--- config.mk ---
export PLATFORM = sky130hd
export DESIGN_NAME = mem_access_ctrl_flat
export DESIGN_NICKNAME = d
export VERILOG_FILES = /design/src/rtl/mem_pkg.sv /design/src/rtl/mem_access_ctrl_if.sv /design/src/rtl/mem_lane_unit.sv /design/src/rtl/mem_access_ctrl.sv /design/src/flat_wrapper.sv
export SDC_FILE = /design/constraint.sdc
export NUM_CORES = 1
export LEC_CHECK = 0
export CELL_PAD_IN_SITES_DETAIL_PLACEMENT = 0
export CELL_PAD_IN_SITES_GLOBAL_PLACEMENT = 1
export CORE_ASPECT_RATIO = 0.6
export CORE_MARGIN = 4
export CORE_UTILIZATION = 38
export DETAILED_ROUTE_END_ITERATION = 10
export GPL_TIMING_DRIVEN = 0
export PLACE_DENSITY = 0.92
export SYNTH_ARGS = -nofsm -noshare
export SYNTH_HDL_FRONTEND = slang
export SYNTH_SLANG_ARGS = --single-unit
--- constraint.sdc ---
create_clock -name clk -period 2.4 [get_ports clk]
set_input_delay 0.48 -clock clk [delete_from_list [all_inputs] [get_ports clk]]
set_output_delay 0.48 -clock clk [all_outputs]
set_load 0.1 [all_outputs]
--- src/rtl/mem_pkg.sv ---
// ----------------------------------------------------------------------------
// mem_pkg
// Shared definitions for the MEM-stage data-memory access controller:
//   - default RAM word-address width and rdy timeout
//   - access size codes (byte / half / word)
//   - controller state encoding
//   - alignment check helper shared by the controller
// ----------------------------------------------------------------------------
package mem_pkg;

    localparam int ADDR_W_DEF  = 11;
    localparam int TIMEOUT_DEF = 15;

    localparam logic [1:0] SZ_BYTE = 2'b00;
    localparam logic [1:0] SZ_HALF = 2'b01;
    localparam logic [1:0] SZ_WORD = 2'b10;

    typedef enum logic [2:0] {
        ST_IDLE  = 3'd0,
        ST_READ  = 3'd1,
        ST_RWAIT = 3'd2,
        ST_WRITE = 3'd3,
        ST_DONE  = 3'd4
    } state_t;

    // 1 when the size code is illegal or the byte offset is not naturally aligned.
    function automatic logic align_err(input logic [1:0] size, input logic [1:0] lo);
        logic err;
        case (size)
            SZ_BYTE: err = 1'b0;
            SZ_HALF: err = lo[0];
            SZ_WORD: err = (lo != 2'b00);
            default: err = 1'b1;
        endcase
        return err;
    endfunction

endpackage

--- src/rtl/mem_access_ctrl_if.sv ---
// ----------------------------------------------------------------------------
// mem_access_ctrl_if
// Bundles the pipeline request/response handshake and the word-RAM port.
//   slave  : the controller (accepts requests, drives the RAM strobes)
//   master : the environment (pipeline requester plus RAM)
// Request : req_valid/req_ready, req_we, req_size, req_signed, req_addr, req_wdata
// Response: rsp_valid (one-cycle pulse), rsp_rdata, rsp_err
// RAM     : mem_addr, mem_din, mem_nd, mem_we -> mem_dout, mem_rdy
// ----------------------------------------------------------------------------
interface mem_access_ctrl_if #(
    parameter int ADDR_W = mem_pkg::ADDR_W_DEF
);
    logic              req_valid;
    logic              req_ready;
    logic              req_we;
    logic [1:0]        req_size;
    logic              req_signed;
    logic [31:0]       req_addr;
    logic [31:0]       req_wdata;
    logic              rsp_valid;
    logic [31:0]       rsp_rdata;
    logic              rsp_err;
    logic [ADDR_W-1:0] mem_addr;
    logic [31:0]       mem_din;
    logic [31:0]       mem_dout;
    logic              mem_nd;
    logic              mem_we;
    logic              mem_rdy;

    modport slave (
        input  req_valid, req_we, req_size, req_signed, req_addr, req_wdata,
        output req_ready, rsp_valid, rsp_rdata, rsp_err,
        output mem_addr, mem_din, mem_nd, mem_we,
        input  mem_dout, mem_rdy
    );

    modport master (
        output req_valid, req_we, req_size, req_signed, req_addr, req_wdata,
        input  req_ready, rsp_valid, rsp_rdata, rsp_err,
        input  mem_addr, mem_din, mem_nd, mem_we,
        output mem_dout, mem_rdy
    );
endinterface

--- src/rtl/mem_lane_unit.sv ---
// ----------------------------------------------------------------------------
// mem_lane_unit
// Purely combinational little-endian lane logic.
//   i_size/i_signed/i_lo : access size, sign-extend flag, byte offset addr[1:0]
//   i_word               : word read from RAM
//   i_wdata              : right-justified store data
//   o_rdata              : extracted load data, sign/zero extended
//   o_merged             : i_word with the addressed lanes replaced by i_wdata
// ----------------------------------------------------------------------------
module mem_lane_unit
    import mem_pkg::*;
(
    input  logic [1:0]  i_size,
    input  logic        i_signed,
    input  logic [1:0]  i_lo,
    input  logic [31:0] i_word,
    input  logic [31:0] i_wdata,
    output logic [31:0] o_rdata,
    output logic [31:0] o_merged
);
    logic [31:0] w_shift;
    logic [7:0]  w_byte;
    logic [15:0] w_half;

    assign w_shift = i_word >> {i_lo, 3'b000};
    assign w_byte  = w_shift[7:0];
    assign w_half  = i_lo[1] ? i_word[31:16] : i_word[15:0];

    // Load extraction and store merge for the addressed lanes.
    always_comb begin
        o_rdata  = 32'h0000_0000;
        o_merged = i_word;
        case (i_size)
            SZ_BYTE: begin
                o_rdata = {{24{i_signed & w_byte[7]}}, w_byte};
                case (i_lo)
                    2'd0:    o_merged[7:0]   = i_wdata[7:0];
                    2'd1:    o_merged[15:8]  = i_wdata[7:0];
                    2'd2:    o_merged[23:16] = i_wdata[7:0];
                    2'd3:    o_merged[31:24] = i_wdata[7:0];
                    default: o_merged        = i_word;
                endcase
            end
            SZ_HALF: begin
                o_rdata = {{16{i_signed & w_half[15]}}, w_half};
                if (i_lo[1]) begin
                    o_merged[31:16] = i_wdata[15:0];
                end else begin
                    o_merged[15:0]  = i_wdata[15:0];
                end
            end
            SZ_WORD: begin
                o_rdata  = i_word;
                o_merged = i_wdata;
            end
            default: begin
                o_rdata  = 32'h0000_0000;
                o_merged = i_word;
            end
        endcase
    end
endmodule

--- src/rtl/mem_access_ctrl.sv ---
// ----------------------------------------------------------------------------
// mem_access_ctrl
// MEM-stage initiator for a 2**ADDR_W x 32 word RAM. Takes one byte/half/word
// load or store per handshake, checks alignment/range, performs sub-word stores
// by read-modify-write and aborts with an error if mem_rdy does not arrive
// within TIMEOUT cycles.
//   clk, rst_n : clock, asynchronous active-low reset
//   bus        : mem_access_ctrl_if.slave (request, response and RAM port)
// All outputs are registered; strobes are loaded on the edge that enters
// READ/WRITE so they are high for exactly the cycle spent in that state.
// ----------------------------------------------------------------------------
module mem_access_ctrl
    import mem_pkg::*;
#(
    parameter int ADDR_W  = ADDR_W_DEF,
    parameter int TIMEOUT = TIMEOUT_DEF
)(
    input logic              clk,
    input logic              rst_n,
    mem_access_ctrl_if.slave bus
);
    localparam int                CNT_W    = $clog2(TIMEOUT + 1);
    localparam logic [CNT_W-1:0] CNT_LAST = CNT_W'(TIMEOUT - 1);

    state_t            r_state;
    logic              r_we;
    logic              r_signed;
    logic [1:0]        r_size;
    logic [1:0]        r_lo;
    logic [31:0]       r_wdata;
    logic [CNT_W-1:0]  r_cnt;
    logic              r_req_ready;
    logic              r_rsp_valid;
    logic              r_rsp_err;
    logic [31:0]       r_rsp_rdata;
    logic [ADDR_W-1:0] r_mem_addr;
    logic [31:0]       r_mem_din;
    logic              r_mem_nd;
    logic              r_mem_we;

    logic              w_accept;
    logic              w_req_err;
    logic [31:0]       w_rdata;
    logic [31:0]       w_merged;

    assign w_accept  = bus.req_valid & r_req_ready;
    assign w_req_err = align_err(bus.req_size, bus.req_addr[1:0])
                     | ((bus.req_addr >> (ADDR_W + 2)) != 32'd0);

    // Lane logic works on the latched request and the live RAM read data,
    // which is only consumed in RWAIT when mem_rdy is high.
    mem_lane_unit u_lane (
        .i_size   (r_size),
        .i_signed (r_signed),
        .i_lo     (r_lo),
        .i_word   (bus.mem_dout),
        .i_wdata  (r_wdata),
        .o_rdata  (w_rdata),
        .o_merged (w_merged)
    );

    assign bus.req_ready = r_req_ready;
    assign bus.rsp_valid = r_rsp_valid;
    assign bus.rsp_err   = r_rsp_err;
    assign bus.rsp_rdata = r_rsp_rdata;
    assign bus.mem_addr  = r_mem_addr;
    assign bus.mem_din   = r_mem_din;
    assign bus.mem_nd    = r_mem_nd;
    assign bus.mem_we    = r_mem_we;

    // Access FSM with registered request latch, strobes and response.
    always_ff @(posedge clk or negedge rst_n) begin
        if (!rst_n) begin
            r_state     <= ST_IDLE;
            r_we        <= 1'b0;
            r_signed    <= 1'b0;
            r_size      <= 2'b00;
            r_lo        <= 2'b00;
            r_wdata     <= 32'h0000_0000;
            r_cnt       <= '0;
            r_req_ready <= 1'b1;
            r_rsp_valid <= 1'b0;
            r_rsp_err   <= 1'b0;
            r_rsp_rdata <= 32'h0000_0000;
            r_mem_addr  <= '0;
            r_mem_din   <= 32'h0000_0000;
            r_mem_nd    <= 1'b0;
            r_mem_we    <= 1'b0;
        end else begin
            // Pulses default low; each state below raises them for one cycle.
            r_mem_nd    <= 1'b0;
            r_mem_we    <= 1'b0;
            r_rsp_valid <= 1'b0;
            case (r_state)
                ST_IDLE: begin
                    if (w_accept) begin
                        r_we        <= bus.req_we;
                        r_signed    <= bus.req_signed;
                        r_size      <= bus.req_size;
                        r_lo        <= bus.req_addr[1:0];
                        r_wdata     <= bus.req_wdata;
                        r_cnt       <= '0;
                        r_req_ready <= 1'b0;
                        if (w_req_err) begin
                            r_state     <= ST_DONE;
                            r_rsp_valid <= 1'b1;
                            r_rsp_err   <= 1'b1;
                            r_rsp_rdata <= 32'h0000_0000;
                        end else begin
                            r_mem_addr <= bus.req_addr[ADDR_W+1:2];
                            if (bus.req_we && (bus.req_size == SZ_WORD)) begin
                                r_state   <= ST_WRITE;
                                r_mem_we  <= 1'b1;
                                r_mem_din <= bus.req_wdata;
                            end else begin
                                // Loads and sub-word stores both need the old word.
                                r_state  <= ST_READ;
                                r_mem_nd <= 1'b1;
                            end
                        end
                    end else begin
                        r_req_ready <= 1'b1;
                    end
                end
                ST_READ: begin
                    r_state <= ST_RWAIT;
                end
                ST_RWAIT: begin
                    if (bus.mem_rdy) begin
                        if (r_we) begin
                            r_state   <= ST_WRITE;
                            r_mem_we  <= 1'b1;
                            r_mem_din <= w_merged;
                        end else begin
                            r_state     <= ST_DONE;
                            r_rsp_valid <= 1'b1;
                            r_rsp_err   <= 1'b0;
                            r_rsp_rdata <= w_rdata;
                        end
                    end else if (r_cnt == CNT_LAST) begin
                        // TIMEOUT cycles in RWAIT with no rdy: abort, never write.
                        r_state     <= ST_DONE;
                        r_rsp_valid <= 1'b1;
                        r_rsp_err   <= 1'b1;
                        r_rsp_rdata <= 32'h0000_0000;
                    end else begin
                        r_cnt <= r_cnt + CNT_W'(1);
                    end
                end
                ST_WRITE: begin
                    r_state     <= ST_DONE;
                    r_rsp_valid <= 1'b1;
                    r_rsp_err   <= 1'b0;
                    r_rsp_rdata <= 32'h0000_0000;
                end
                ST_DONE: begin
                    r_state     <= ST_IDLE;
                    r_req_ready <= 1'b1;
                    r_rsp_err   <= 1'b0;
                    r_rsp_rdata <= 32'h0000_0000;
                end
                default: begin
                    r_state     <= ST_IDLE;
                    r_req_ready <= 1'b1;
                end
            endcase
        end
    end
endmodule

--- src/flat_wrapper.sv ---
// flat-port wrapper written by rule: the top's interface ports become plain ports
module mem_access_ctrl_flat import mem_pkg::*;
#(
    parameter int ADDR_W  = ADDR_W_DEF,
    parameter int TIMEOUT = TIMEOUT_DEF
)
  (clk, rst_n, bus_req_valid, bus_req_we, bus_req_size, bus_req_signed, bus_req_addr, bus_req_wdata, bus_req_ready, bus_rsp_valid, bus_rsp_rdata, bus_rsp_err, bus_mem_addr, bus_mem_din, bus_mem_nd, bus_mem_we, bus_mem_dout, bus_mem_rdy);
  mem_access_ctrl_if #(.ADDR_W(ADDR_W)) bus_i ();
  input logic clk;
  input logic rst_n;
  input wire logic [$bits(bus_i.req_valid)-1:0] bus_req_valid;
  input wire logic [$bits(bus_i.req_we)-1:0] bus_req_we;
  input wire logic [$bits(bus_i.req_size)-1:0] bus_req_size;
  input wire logic [$bits(bus_i.req_signed)-1:0] bus_req_signed;
  input wire logic [$bits(bus_i.req_addr)-1:0] bus_req_addr;
  input wire logic [$bits(bus_i.req_wdata)-1:0] bus_req_wdata;
  output wire logic [$bits(bus_i.req_ready)-1:0] bus_req_ready;
  output wire logic [$bits(bus_i.rsp_valid)-1:0] bus_rsp_valid;
  output wire logic [$bits(bus_i.rsp_rdata)-1:0] bus_rsp_rdata;
  output wire logic [$bits(bus_i.rsp_err)-1:0] bus_rsp_err;
  output wire logic [$bits(bus_i.mem_addr)-1:0] bus_mem_addr;
  output wire logic [$bits(bus_i.mem_din)-1:0] bus_mem_din;
  output wire logic [$bits(bus_i.mem_nd)-1:0] bus_mem_nd;
  output wire logic [$bits(bus_i.mem_we)-1:0] bus_mem_we;
  input wire logic [$bits(bus_i.mem_dout)-1:0] bus_mem_dout;
  input wire logic [$bits(bus_i.mem_rdy)-1:0] bus_mem_rdy;
  assign bus_i.req_valid = bus_req_valid;
  assign bus_i.req_we = bus_req_we;
  assign bus_i.req_size = bus_req_size;
  assign bus_i.req_signed = bus_req_signed;
  assign bus_i.req_addr = bus_req_addr;
  assign bus_i.req_wdata = bus_req_wdata;
  assign bus_req_ready = bus_i.req_ready;
  assign bus_rsp_valid = bus_i.rsp_valid;
  assign bus_rsp_rdata = bus_i.rsp_rdata;
  assign bus_rsp_err = bus_i.rsp_err;
  assign bus_mem_addr = bus_i.mem_addr;
  assign bus_mem_din = bus_i.mem_din;
  assign bus_mem_nd = bus_i.mem_nd;
  assign bus_mem_we = bus_i.mem_we;
  assign bus_i.mem_dout = bus_mem_dout;
  assign bus_i.mem_rdy = bus_mem_rdy;
  mem_access_ctrl #(.ADDR_W(ADDR_W), .TIMEOUT(TIMEOUT)) u_core (.clk(clk), .rst_n(rst_n), .bus(bus_i));
endmodule
# Yosys cells after proc, flatten, opt, wreduce, memory -nomap -nowiden
# Cells that the tools add are included.
[word_totals]
regBits = 125
in_bits = 104
output_inout_bits = 80
elab_cells = 118
[classes]
n_addsub = 1
n_eq_ne = 22
shifts = 1
mux = 57
n_bitwise = 5
reduce_logical = 17
[ops]
columns = ["op", "n"]
rows = [
  ["two-way mux 32 bit", 10],
  ["case mux 32 bit (3 select lines)", 3],
  ["case mux 32 bit (2 select lines)", 1],
  ["two-way mux 16 bit", 3],
  ["two-way mux 8 bit", 4],
  ["nonzero test 32 bit", 1],
  [">> shifter 32 x 5 -> 8 bit", 1],
  ["two-way mux 1 bit", 20],
  ["two-way mux 3 bit", 5],
  ["two-way mux 4 bit", 3],
  ["case mux 3 bit (4 select lines)", 1],
  ["case mux 1 bit (3 select lines)", 3],
  ["== test 2 bit (second input constant)", 4],
  ["!= test 2 x 1 -> 1 bit (second input constant)", 4],
  ["!= test 2 bit (second input constant)", 4],
  ["case mux 4 bit (2 select lines)", 1],
  ["== test 2 x 1 -> 1 bit (second input constant)", 3],
  ["== test 3 x 2 -> 1 bit (second input constant)", 2],
  ["zero test 2 bit", 3],
  ["AND reduction 6 bit", 1],
  ["AND reduction 5 bit", 1],
  ["adder 4 x 1 -> 4 bit (second input constant)", 1],
  ["== test 4 bit (second input constant)", 1],
  ["case mux 1 bit (2 select lines)", 2],
  ["17 further kinds", 21],
]

# Longest topological paths before layout
# Gate-level depths: netlist of run 1.
[logic_depth]
depth_word = 6
depth_mapped = 8
depth_no_buf = 7

# Cells and area by module
# Synthesis of run 1 repeated with hierarchy kept, for this count alone.
[hier_totals]
cells_unflattened = 735
hier_area_um2 = 7325.8
[by_module_without_submodules]
columns = ["mod", "n_inst", "cells_per_inst", "area_per_inst_um2", "seq_area_each_um2"]
rows = [
  ["mem_access_ctrl", 1, 495, 5596.6, 3129.3],
  ["mem_lane_unit", 1, 240, 1729.2, 0.0],
]

# Worst setup path after synthesis of run 1
# OpenSTA, ideal clock, no wires.
[synth_timing]
path_kind = "register to register"
start = "reg u_core.r_req_ready, in the netlist u_core.bus.req_ready"
end = "reg u_core.r_mem_din[23], in the netlist u_core.bus.mem_din[23]"
arrival_ps = 2384
required_ps = 2275
setup_slack_ps = -110
path_stages_with_launch = 8
n_path_buf = 3
cell_sequence = "dfstp_2 -> nand3_1 -> or4_1 -> buf_2 -> o21a_1 -> buf_6 -> buf_8 -> mux2_4"
[synth_between]
elab_chain_cells = 3
[synth_lines]
columns = ["item", "line_no", "rtl"]
rows = [
  ["from (decl)", "mem_access_ctrl.sv:32", "logic r_req_ready;"],
  ["from (signal assigned)", "mem_access_ctrl.sv:81", "r_req_ready <= 1'b1;"],
  ["from (signal assigned)", "mem_access_ctrl.sv:103", "r_req_ready <= 1'b0;"],
  ["from (signal assigned)", "mem_access_ctrl.sv:122", "r_req_ready <= 1'b1;"],
  ["bitwise AND 1 bit", "mem_access_ctrl.sv:46", "assign w_accept = bus.req_valid & r_req_ready;"],
  ["!= test 2 x 1 -> 1 bit (no line)", "--", ""],
  ["AND reduction 6 bit (no line)", "--", ""],
  ["to (signal assigned)", "mem_access_ctrl.sv:114", "r_mem_din <= bus.req_wdata;"],
  ["to (signal assigned)", "mem_access_ctrl.sv:133", "r_mem_din <= w_merged;"],
  ["to (decl)", "mem_access_ctrl.sv:37", "logic [31:0] r_mem_din;"],
]
# Every way passes these cells.
# A chain may end at the register's enable or synchronous reset.

# Final worst setup path of run 1
[layout_timing]
start = "reg u_core.r_rsp_rdata[1], in the netlist u_core.bus.rsp_rdata[1]"
end = "out bus_rsp_rdata[1]"
[layout_lines]
columns = ["item", "line_no", "rtl"]
rows = [
  ["from (decl)", "mem_access_ctrl.sv:35", "logic [31:0] r_rsp_rdata;"],
  ["from (signal assigned)", "mem_access_ctrl.sv:138", "r_rsp_rdata <= w_rdata;"],
  ["to (decl)", "flat_wrapper.sv:19", "output wire logic [$bits(bus_i.rsp_rdata)-1:0] bus_rsp_rdata;"],
]
# No word-level cell between the ends.

==> results.sh, run 1 <==
export IMPL_power_density_mw_per_mm2=675
export IMPL_hold_ws_ps=-1.29
export IMPL_die_width_um=180
export IMPL_worstPathRequired_ps=1920
export IMPL_grt_pass1_vias=5986
export IMPL_firstDrtPassIters=6
export IMPL_ys_seq_elements=125
export IMPL_synth_xor_area_share_pct=0.259
export IMPL_port_buffers=183
export IMPL_cts_max_path_buffers=2
export IMPL_final_hold_viol_count=1
export IMPL_layoutNonFillerInstCount=1076
export IMPL_end_kind="primary output"
export IMPL_start_util_pct=39.1
export IMPL_irDropWorstVdd_mv=0.477
export IMPL_hold_path_class="input port to asynchronous set/reset pin"
export IMPL_top_usage_layer="met1"
export IMPL_synthSimpleGateAreaFrac_pct=9.81
export IMPL_syn_area_per_cell_um2=10.9
export IMPL_critPathTopFamily="buffers and inverters"
export IMPL_use_met2_pct=30.8
export IMPL_post_route_drc_count=0
export IMPL_die_y_um=111
export IMPL_status="finished, violations left"
export IMPL_setup_violations=0
export IMPL_violations="negative hold slack"
export IMPL_cp_cell_sequence="clkdlybuf4s50_1"
export IMPL_synth_top_family_by_area="multiplexers"
export IMPL_nNetsFinal=935
export IMPL_synth_top_area_share_pct=45.9
export IMPL_grt_max_degree=76
export IMPL_muxShareOfSynthArea_pct=23.6
export IMPL_tightest_slew_ps=1060
export IMPL_timing_setup_tns_ps=0
export IMPL_holdBufCountCts=0
export IMPL_cts_tree="built"
export IMPL_grtUsageMet1_pct=33.5
export IMPL_grt_overflow=0
export IMPL_critPathMaxStageDelay_ps=1130
export IMPL_final_util_pct=56.2
export IMPL_dp_cells=1040
export IMPL_seq_area_frac_synth_pct=46.3
export IMPL_clock_skew_final_ps=10.3
export IMPL_synth_nets=728
export IMPL_crit_type="flip-flop to primary output"
export IMPL_syn_to_final_growth_pct=43.6
export IMPL_synth_area_leaders="dfrtp_1 46%, mux2_2 15%, mux2_4 6.4%"
export IMPL_clock_sinks=125
export IMPL_clk_pin_slew_worst_paths_ps=60
export IMPL_ctsRootBufferMaster="clkbuf_16"
export IMPL_p_leak_uw=0.00516
export IMPL_fin_crit_sh_pct=98.6
export IMPL_cts_buffers=17
export IMPL_async_reset_ff_share_pct=100
export IMPL_final_layout_size_suffix_gt1_share_pct=24.2
export IMPL_wl_per_cell_um=22.3
export IMPL_synth_warnings=0
export IMPL_fmax_mhz=423
export IMPL_synth_compound_area_share_pct=15.8
export IMPL_grtUsageTotal_pct=23.2
export IMPL_place_gp_congestion=0.969
export IMPL_die_area_mm2=0.0201
export IMPL_synth_edf_count=0
export IMPL_vias=6054
export IMPL_ant_nets=0
export IMPL_h_tree_depth=4
export IMPL_nFillCells=1498
export IMPL_cp_start_kind="flip-flop"
export IMPL_yosys_area_top_type="dfrtp_1"
export IMPL_drv_cap=0
export IMPL_regArea_mm2=0.00313
export IMPL_via_per_inst=5.63
export IMPL_grt_util_met3_pct=11.6
export IMPL_core_area_mm2=0.0173
export IMPL_arrival_ps=1890
export IMPL_synthFlopType="dfrtp_1"
export IMPL_synth_area_mm2=0.00676
export IMPL_antenna_found_initial=0
export IMPL_stdcell_area_mm2=0.00970
export IMPL_n_antenna_cell=0
export IMPL_crit_fanout=2
export IMPL_synthAdderAreaFrac_pct=0.370
export IMPL_wl_um=24000
export IMPL_post_dp_cell_area_mm2=0.00891
export IMPL_syn_inst=622
export IMPL_rows=37
export IMPL_cp_slowest_cell="clkdlybuf4s50_1"
export IMPL_synth_cell_type_count=46
export IMPL_cp_num_buf_inv=1
export IMPL_drtIter0Drc=671
export IMPL_slew_violations=0
export IMPL_pin_count=184
export IMPL_multiInputGateArea_mm2=0.00342
export IMPL_slew_headroom_pct=29.9
export IMPL_grt_first_pass_wirelength_um=36000
export IMPL_period_minus_slack_ps=2370
export IMPL_hpwl_um=17900
export IMPL_clk_latency_ps=430
metrics by stage:
step	total power, uW	worst slack, ps
floorplan	3360	28.0
global placement	3970	-4180
detailed placement	4000	-569
CTS	6490	0.0258
global route	6790	-49.9
finish	6550	33.2
per-layer routing:
layer | vias up | share of wire, %
met5 | - | 0
met4 | 0 | 1.3
met3 | 33 | 13
met2 | 329 | 40
met1 | 2953 | 45
li1 | 2739 | -
final cells by class:
cell class              instances  share of cell area (%)
well taps                     234                    3.02
multi-input cells             442                    35.2
inverters                       8                   0.309
clock inverters                12                    1.26
clock buffers                  20                    4.50
repair buffers                190                    20.8
flip-flops and latches        125                    32.3
plain buffers                  45                    2.63
kinds of logic after synthesis:
| logic type | count (synthesis) |
|---|---|
| flops | 125 |
| fa+ha+maj | 2 |
| compound gates | 166 |
| buf+inv | 55 |
| mux | 132 |
| simple gates | 140 |
| xor+xnor | 2 |
cell usage in the layout (no fill, tap or decap), types with 25 or more instances in the layout:
cell	count
a21oi_1	62
clkdlybuf4s50_1	94
dfrtp_1	124
dlygate4sd2_1	41
dlymetal6s2s_1	46
mux2_2	92
mux2_4	29
nand2_1	49
nand3_1	27
nor2_1	25
o21ai_0	25
cells in the mapped netlist (all sizes together) (2+ instances only):
cell / count
o21ai: 29
o211ai: 13
a22oi: 15
a31oi: 8
a222oi: 8
and3b: 2
nor2b: 8
nand3: 28
a21oi: 62
nor3: 2
and2: 2
nand2b: 2
buf: 9
nand2: 51
xor2: 2
a221oi: 8
nor2: 29
inv: 7
clkbuf: 38
o31ai: 2
ha: 2
nor4: 4
nand4: 10
mux2i: 10
mux2: 121
dfrtp: 124
a22o: 14
power breakdown:
part,switching (uW),internal [uW]
Combinational,947,655
Sequential,190,2270
Clock,976,1520
registers in the layout, indices dropped and copies added (netlist names), 2 cells and up:
name / flops
u_core.bus.mem_addr: 11
u_core.bus.mem_din: 32
u_core.bus.rsp_rdata: 32
u_core.r_cnt: 4
u_core.r_lo: 2
u_core.r_size: 2
u_core.r_state: 3
u_core.r_wdata: 32
worst paths after layout:
check | from | end | slack [ps] | depth (start not counted)
max | u_core.bus.rsp_rdata[1]$_DFFE_PN0P_ | bus_rsp_rdata[1] | 30 | 1
min | rst_n | u_core.bus.mem_we$_DFF_PN0_ | -1 | 1
max reg2reg | u_core.r_size[0]$_DFFE_PN0P_ | u_core.bus.mem_din[11]$_DFFE_PN0P_ | 70 | 6
min reg2reg | u_core.bus.mem_addr[3]$_DFFE_PN0P_ | u_core.bus.mem_addr[3]$_DFFE_PN0P_ | 500 | 1
max in group asynchronous | rst_n | u_core.bus.req_ready$_DFFE_PN1N_ | 1610 | 2
min in group clk | u_core.bus.mem_addr[3]$_DFFE_PN0P_ | u_core.bus.mem_addr[3]$_DFFE_PN0P_ | 500 | 1
repair_timing:
| item | 4_1_cts | 5_1_grt |
|---|---|---|
| cloned | 0 | 3 |
| pin swaps | 0 | 8 |
| setup endpoints to repair | 123 | 144 |
| gates resized for setup | 52 | 86 |
| buffers inserted | 3 | 0 |
No activity file was read; power rests on OpenSTA's default activity.
==> inputs of run 2 (changes only) <==
==> constraint.sdc (replaced) <==
create_clock -name clk -period 2.47 [get_ports clk]
set_input_delay 0.494 -clock clk [delete_from_list [all_inputs] [get_ports clk]]
set_output_delay 0.494 -clock clk [all_outputs]
set_load 0.1 [all_outputs]
==> results.sh, run 2 (synthesis results as in run 1) <==
export IMPL_fmax_mhz=411
export IMPL_start_util_pct=39.1
export IMPL_cts_buffers=17
export IMPL_nNetsFinal=933
export IMPL_power_density_mw_per_mm2=662
export IMPL_grt_first_pass_wirelength_um=36000
export IMPL_final_cell_mix="161 x clkdlybuf4s50_1, 124 x dfrtp_1, 92 x mux2_2, 62 x a21oi_1, 50 x nand2_1"
export IMPL_setup_violations=0
export IMPL_end_kind="flip-flop"
export IMPL_timing_setup_tns_ps=0
export IMPL_arrival_ps=2730
export IMPL_ant_nets=0
export IMPL_via_per_inst=5.64
export IMPL_period_minus_slack_ps=2430
export IMPL_core_area_mm2=0.0173
export IMPL_port_buffers=183
export IMPL_pin_count=184
export IMPL_grt_overflow=0
export IMPL_firstDrtPassIters=9
export IMPL_post_place_ws_ps=-513
export IMPL_cp_cell_sequence="clkdlybuf4s50_1 -> nor4_2 -> nand4_1 -> or4_4 -> o21a_1 -> buf_6 -> buf_12 -> mux2_4"
export IMPL_place_gp_congestion=0.969
export IMPL_n_antenna_cell=0
export IMPL_die_area_mm2=0.0201
export IMPL_crit_fanout=10
export IMPL_slew_violations=0
export IMPL_cts_max_path_buffers=2
export IMPL_antenna_found_initial=0
export IMPL_h_tree_depth=4
export IMPL_wl_um=23700
export IMPL_dp_cells=1040
export IMPL_die_y_um=111
export IMPL_post_dp_cell_area_mm2=0.00891
export IMPL_grt_max_degree=76
export IMPL_grt_pass1_vias=5975
export IMPL_die_width_um=180
export IMPL_wl_per_cell_um=22.1
export IMPL_cp_start_kind="input port"
export IMPL_status="completed"
export IMPL_hold_path_class="input port to asynchronous set/reset pin"
export IMPL_p_leak_uw=0.00452
export IMPL_clk_pin_slew_worst_paths_ps=60
export IMPL_grtUsageTotal_pct=23.2
export IMPL_slew_headroom_pct=28.7
export IMPL_worstRegToRegCells=6
export IMPL_critPathMaxStageDelay_ps=520
export IMPL_cts_tree="built"
export IMPL_drtIter0Drc=643
export IMPL_stdcell_area_mm2=0.00960
export IMPL_hpwl_um=17900
export IMPL_syn_to_final_growth_pct=42.1
export IMPL_layoutNonFillerInstCount=1074
export IMPL_clk_latency_ps=420
export IMPL_irDropWorstVdd_mv=0.454
export IMPL_tightest_slew_ps=1070
export IMPL_fin_ws_ps=39.3
export IMPL_final_layout_size_suffix_gt1_share_pct=23.2
export IMPL_ctsRootBufferMaster="clkbuf_16"
export IMPL_layout_commonest_cell="clkdlybuf4s50_1"
export IMPL_final_hold_viol_count=0
export IMPL_hold_ws_ps=17.3
export IMPL_fin_crit_sh_pct=98.4
export IMPL_clock_sinks=125
export IMPL_post_route_drc_count=0
export IMPL_drv_cap=0
export IMPL_cp_slowest_cell="or4_4"
export IMPL_worstPathRequired_ps=2770
export IMPL_clock_skew_final_ps=14.8
export IMPL_rows=37
export IMPL_crit_type="input port to flip-flop"
export IMPL_vias=6058
==> run 2: layout make-up <==
| cell class | count | area [um2] |
|---|---|---|
| clock buffers | 20 | 437 |
| plain buffers | 45 | 241 |
| fillers | 1504 | 7660 |
| multi-input cells | 442 | 3410 |
| well taps | 234 | 293 |
| flip-flops and latches | 125 | 3130 |
| repair buffers | 188 | 1940 |
| inverters | 8 | 30.0 |
| clock inverters | 12 | 123 |
==> run 2: what timing repair did <==
item / 4_1_cts / 5_1_grt
hold buffers: 0 / 0
resized for setup: 9 / 48
pin swaps: 0 / 5
setup buffers: 1 / 3
setup endpoints to repair: 83 / 117
==> run 2: final timing paths <==
check	startpoint	slack [ps]	endpoint
max in group asynchronous	rst_n	1670	u_core.bus.req_ready$_DFFE_PN1N_
setup / recovery	bus_req_addr[16]	40	u_core.bus.mem_din[14]$_DFFE_PN0P_
hold reg to reg	u_core.bus.mem_addr[10]$_DFFE_PN0P_	510	u_core.bus.mem_addr[10]$_DFFE_PN0P_
setup reg to reg	u_core.r_size[1]$_DFFE_PN0P_	100	u_core.bus.mem_din[23]$_DFFE_PN0P_
hold / removal	rst_n	20	u_core.bus.mem_we$_DFF_PN0_
min in group clk	u_core.bus.mem_addr[10]$_DFFE_PN0P_	510	u_core.bus.mem_addr[10]$_DFFE_PN0P_
==> run 2: where the power goes <==
part / internal [uW] / switching [uW]
Clock: 1470 / 938
Combinational: 640 / 913
Sequential: 2200 / 187
Total: 4320 / 2040
==> run 2: routing by layer <==
layer | vias to the layer above | GRT usage, % | share of wire (%) | wire [um]
met5 | - | 0 | 0 | 0
met1 | 2969 | 33.4 | 45 | 10800
met3 | 33 | 11.8 | 13 | 3050
met2 | 328 | 30.6 | 40 | 9560
met4 | 0 | 5.49 | 1.4 | 324
li1 | 2728 | - | - | -
==> run 2: stage by stage <==
stage / util [%] / total power (uW)
after CTS: 55.0 / 6300
after global placement: 51.5 / 3860
after global routing: 55.6 / 6600
final: 55.6 / 6350
after detailed placement: 51.6 / 3880
after floorplan: - / 3260
==> run 2: worst max-delay path, delay by kind of cell <==
family	cells	cell delay [ps]
AOI/OAI and AO/OA	1	190
buffers and inverters	3	720
muxes	1	300
and+or+nand+nor	3	1020
